**src/rtl/config_reg_bank.sv**
```systemverilog
// config_reg_bank: val/rdy-addressed configuration registers with a 2-entry response FIFO
module config_reg_bank #(
    parameter int ADDR_SIZE    = 4,
    parameter int PAYLOAD_SIZE = 8,
    parameter int NUM_REGS     = 4,
    parameter int BASE_ADDR    = 0,
    parameter logic [PAYLOAD_SIZE-1:0] RESET_VALUE = '0
) (
    input  logic                                 clk,
    input  logic                                 reset,
    input  logic                                 recv_val,
    output logic                                 recv_rdy,
    input  logic [ADDR_SIZE+PAYLOAD_SIZE:0]      recv_msg,
    output logic                                 send_val,
    input  logic                                 send_rdy,
    output logic [ADDR_SIZE+PAYLOAD_SIZE:0]      send_msg,
    output logic [NUM_REGS*PAYLOAD_SIZE-1:0]     cfg_out,
    output logic [NUM_REGS-1:0]                  cfg_written
);
    localparam int MW = ADDR_SIZE + PAYLOAD_SIZE + 1;
    localparam logic [ADDR_SIZE-1:0] BASE = ADDR_SIZE'(BASE_ADDR);
    localparam logic [ADDR_SIZE:0] NREGS = (ADDR_SIZE + 1)'(NUM_REGS);

    logic [ADDR_SIZE-1:0]    addr, offset;
    logic                    op, hit, accept, consume;
    logic [PAYLOAD_SIZE-1:0] payload, rd_data;
    logic [MW-1:0]           fifo [2];
    logic                    wr_ptr, rd_ptr;
    logic [1:0]              count;

    assign addr     = recv_msg[MW-1 -: ADDR_SIZE];
    assign op       = recv_msg[PAYLOAD_SIZE];
    assign payload  = recv_msg[PAYLOAD_SIZE-1:0];
    assign offset   = addr - BASE;
    // The addr >= BASE term rejects addresses that wrap around below the bank.
    assign hit      = (addr >= BASE) && ({1'b0, offset} < NREGS);
    assign recv_rdy = count != 2'd2;
    assign send_val = count != 2'd0;
    assign send_msg = fifo[rd_ptr];
    assign accept   = recv_val && recv_rdy;
    assign consume  = send_val && send_rdy;

    // Select the addressed register for read responses
    always_comb begin
        rd_data = '0;
        for (int i = 0; i < NUM_REGS; i++)
            if (offset == ADDR_SIZE'(i)) rd_data = cfg_out[i*PAYLOAD_SIZE +: PAYLOAD_SIZE];
    end

    // Apply accepted write hits to the register bank and mark them written
    always_ff @(posedge clk or posedge reset) begin
        if (reset) begin
            cfg_out     <= {NUM_REGS{RESET_VALUE}};
            cfg_written <= '0;
        end else if (accept && hit && op) begin
            for (int i = 0; i < NUM_REGS; i++)
                if (offset == ADDR_SIZE'(i)) begin
                    cfg_out[i*PAYLOAD_SIZE +: PAYLOAD_SIZE] <= payload;
                    cfg_written[i] <= 1'b1;
                end
        end
    end

    // Queue one response per accepted request; occupancy alone drives recv_rdy
    always_ff @(posedge clk or posedge reset) begin
        if (reset) begin
            fifo[0] <= '0;
            fifo[1] <= '0;
            wr_ptr  <= 1'b0;
            rd_ptr  <= 1'b0;
            count   <= 2'd0;
        end else begin
            if (accept) begin
                fifo[wr_ptr] <= {addr, hit, hit ? (op ? payload : rd_data) : {PAYLOAD_SIZE{1'b0}}};
                wr_ptr <= ~wr_ptr;
            end
            if (consume) rd_ptr <= ~rd_ptr;
            count <= count + 2'(accept) - 2'(consume);
        end
    end
endmodule

```
**config.mk**
```make
export PLATFORM = sky130hd
export DESIGN_NAME = config_reg_bank
export DESIGN_NICKNAME = d
export VERILOG_FILES = /design/src/rtl/config_reg_bank.sv
export SDC_FILE = /design/constraint.sdc
export NUM_CORES = 1
export LEC_CHECK = 0
export ABC_AREA = 1
export BUFFER_PORTS_ARGS = -buffer_cell sky130_fd_sc_hd__buf_2
export CAP_MARGIN = 20
export CORE_ASPECT_RATIO = 1.1
export CORE_MARGIN = 2
export CORE_UTILIZATION = 35
export CTS_BUF_LIST = sky130_fd_sc_hd__clkbuf_4 sky130_fd_sc_hd__clkbuf_8 sky130_fd_sc_hd__clkbuf_16
export CTS_CLUSTER_SIZE = 30
export DETAILED_ROUTE_END_ITERATION = 8
export MAX_ROUTING_LAYER = met4
export PLACE_DENSITY = 0.65
export SYNTH_ARGS = -nofsm -noshare
export SYNTH_HDL_FRONTEND = slang
export SYNTH_SLANG_ARGS = --single-unit
```
**constraint.sdc**
```tcl
create_clock -name clk -period 2.55 [get_ports clk]
set_input_delay 0.3825 -clock clk [delete_from_list [all_inputs] [get_ports clk]]
set_output_delay 0.3825 -clock clk [all_outputs]
set_load 0.01 [all_outputs]
```
==> results.txt <==
----------------------------------------------------
[Outcome]
  Status ... completed

[Clocking]
  TritonCTS Sinks ... 66
  Total number of H-tree levels ... 3
  Clk pin slew, worst setup/hold paths ... 0.07 ns
  Root Buffer ... clkbuf_8
  Gates resized, CTS repair ... 0
  Number of setup buffers added after CTS ... 0
  Clock buffers created by TritonCTS ... 9
  Post-CTS Hold Buffers ... 0
  Clock tree from TritonCTS ... yes
  Clock insertion delay at the later pin of the skew report ... 0.35 ns
  Maximum root-to-sink buffer count ... 2

[Logic synthesis]
  Post-synthesis sequential element count ... 66
  Library cells used by synthesis ... 24
  Number of warning messages in the yosys log ... 0
  Synth Cell Area ... 0.00327 sq mm
  Mapped Avg Cell Area ... 8.00 sq um
  Sequential area share after synthesis ... 0.505
  Most area-hungry cell type in the Yosys netlist ... dfrtp_1
  Synth area leaders ... dfrtp_1 50%, nand2_1 18%, nand3_1 5.7%, o21ai_0 5.0%, inv_1 4.4%
  Net Count, Synth ... 428
  Yosys top cell area share ... 0.505
  Gate count of the mapped netlist ... 409

[Placement]
  Placed wire-length estimate ... 6000 microns
  Routability congestion estimate from global placement ... 0.919
  Number of buffers added on ports ... 67

[Drt]
  Number of vias in the routed layout ... 2,827
  Number of DRC violations after detailed routing ... 0
  Violation count after the first detailed-route iteration ... 146
  Vias per cell ... 4.72
  Aggregate routed wire length ... 8450 microns
  ANT nets after route ... 0
  Routed length per instance ... 14.1 microns
  DR pass1 iterations ... 4

[Power]
  Total power divided by cell area ... 1020 mW/mm^2
  Clock Power Share ... 0.215
  Switching Power ... 1520 uW
  Pint ... 2450 uW
  Proportion of power drawn by flip-flops and latches ... 0.431
  Combinational cell fraction of total power ... 0.354
  Fraction of power spent switching nets ... 0.383
  Worst ir drop on vdd ... 434 uV
  Final Power ... 3970 uW
  Leak ... 0.00224 uW

[Die]
  Die ar. ... 0.0101 sq mm
  Height of the die ... 105 microns
  Count of boundary I/O pins ... 68
  Number of cell rows ... 37
  Area inside the core boundary ... 0.00921 sq mm
  Effective utilization at floorplan ... 0.355
  Die X ... 96.2 microns

[Critical path]
  Worst setup EP type ... flop
  Origin of the worst setup path ... count[1]
  Setup Crit Path Kind ... reg2reg
  Startpoint type of the worst setup path ... flop
  Data required time at the worst endpoint ... 2.76 ns
  Capture point of the worst path ... fifo[8]
  Reg2Reg Setup Slack ... 0.57 ns
  FF-to-FF End ... fifo[8]
  Maximum fanout encountered on the critical timing path ... 16
  Worst reg2reg startpoint ... count[1]
  Reg2Reg Depth ... 6
  Worst endpoint data arrival time ... 2.19 ns

[Hold path]
  HP Class ... in2async

[Global routing]
  Largest net degree at the start of global routing ... 67
  Number of global-route vias before repair ... 2,683
  GRT overflow ... 0
  Wire length of the first global-routing pass ... 13,800 microns
  Antenna violations before repair ... 0
  Overall track demand over capacity in global routing ... 0.186

[Timing]
  Min cycle time layout ... 1.98 ns
  Number of hold violations in the final report ... 0
  Setup Total Neg Slack ... 0 ns
  Transition time at the pin with the least slew margin ... 0.757 ns
  Max Fclk ... 0.504 GHz
  Setup violations, final ... 0
  Clock Skew ... 0.0124 ns
  RSZ-0062 raised after global routing ... no
  Slew Limit Fails ... 0
  Fin crit share ... 0.778
  Remaining max-slew budget at the tightest pin ... 0.494

[Layout]
  Proportion of layout cells with a drive suffix above 1 ... 0.245
  Commonest cells after routing, fill and taps aside ... 156 x nand2_1, 67 x buf_2, 66 x dfrtp_1
  NumNets Final ... 499
  Commonest non-fill, non-tap cell in the layout ... nand2_1
  Diode insertion count for antenna repair ... 0
  Area added between synthesis and finish ... 19.1%

[Run]
  Count of maximum capacitance violations ... 0

----------------------------------------------------
## metrics by stage
step / utilization / instances / setup slack [ns] / hold slack [ns] / area (sq um)
2_1_floorplan: - / 409 / 0.513 / 0.442 / 3270
3_3_place_gp: 0.403 / 586 / 0.677 / 0.447 / 3720
3_5_place_dp: 0.403 / 586 / 0.642 / 0.449 / 3720
4_1_cts: 0.423 / 599 / 0.589 / 0.105 / 3900
5_1_grt: 0.423 / 599 / 0.417 / 0.125 / 3900
6_report: 0.423 / 599 / 0.567 / 0.103 / 3900
## layer usage
layer  track usage  wire length (microns)  vias to the layer above
met1         0.258                   3890                     1320
met5             -                      0                        -
met2         0.262                   3930                       93
li1              -                      -                     1400
met4        0.0776                    180                        0
met3        0.0429                    447                       14
## worst min-delay path by stage
stage	to	slack, ns	cells after the start
floorplan	fifo[11]	0.44	2
global placement	cfg_written[1]	0.45	1
detailed placement	cfg_written[0]	0.45	1
CTS	cfg_out[8]	0.10	3
global route	cfg_out[1]	0.12	3
finish	count[1]	0.10	3
## logic make-up (layout without fill, tap and decap cells)
family	count (synthesis)	after routing	share of synthesized area
and+or+nand+nor	242	242	0.338
DFF	66	66	0.505
buffers and inverters	57	130	0.0773
AOI/OAI and AO/OA	39	39	0.0643
xor gates and xnor gates	3	3	0.00804
adders and majority gates	2	2	0.00765
## critical path, stage by stage, from the launching register on
cell and delay, ns:
dfrtp_1 0.41, nand2_2 0.09, nand2_2 0.08, nor2_1 0.59
inv_1 0.42, nand2_1 0.15, o21ai_0 0.09
## power by group through the flow
stage | Sequential (uW) | Clock, uW | Combinational, uW
after floorplan | 1760 | 0 | 793
after global placement | 1720 | 0 | 1390
after global routing | 1760 | 920 | 1600
after detailed placement | 1730 | 0 | 1420
final | 1710 | 854 | 1410
after CTS | 1720 | 870 | 1430
## synth_stat cells
cell / count
nand2_1: 156
dfrtp_1: 66
inv_1: 38
nand3_1: 37
o21ai_0: 33
nor2_1: 25
nand2_2: 6
or2_2: 5
buf_6: 4
inv_2: 4
nand2_4: 4
nor2_8: 4
o21ai_2: 4
buf_2: 3
clkbuf_1: 3
clkinv_1: 3
nor2_4: 3
ha_1: 2
inv_4: 2
nor2_2: 2
xnor2_1: 2
a21oi_1: 1
o21ai_1: 1
xor2_1: 1
## layout make-up
| class | count | area [sq um] |
|---|---|---|
| Fill cell | 959 | 5320 |
| Sequential cell | 66 | 1650 |
| Multi-Input combinational cell | 286 | 1370 |
| Timing Repair Buffer | 70 | 370 |
| Inverter | 47 | 181 |
| Tap cell | 117 | 146 |
| Clock buffer | 10 | 138 |
| Clock inverter | 3 | 42.5 |
## sequential cells by signal (all words and copies together) (netlist names)
| signal | cells |
|---|---|
| fifo | 26 |
| cfg_out | 32 |
| cfg_written | 4 |
| wr_ptr | 1 |
| rd_ptr | 1 |
| count | 2 |
No activity file was read; power rests on OpenSTA's default activity.
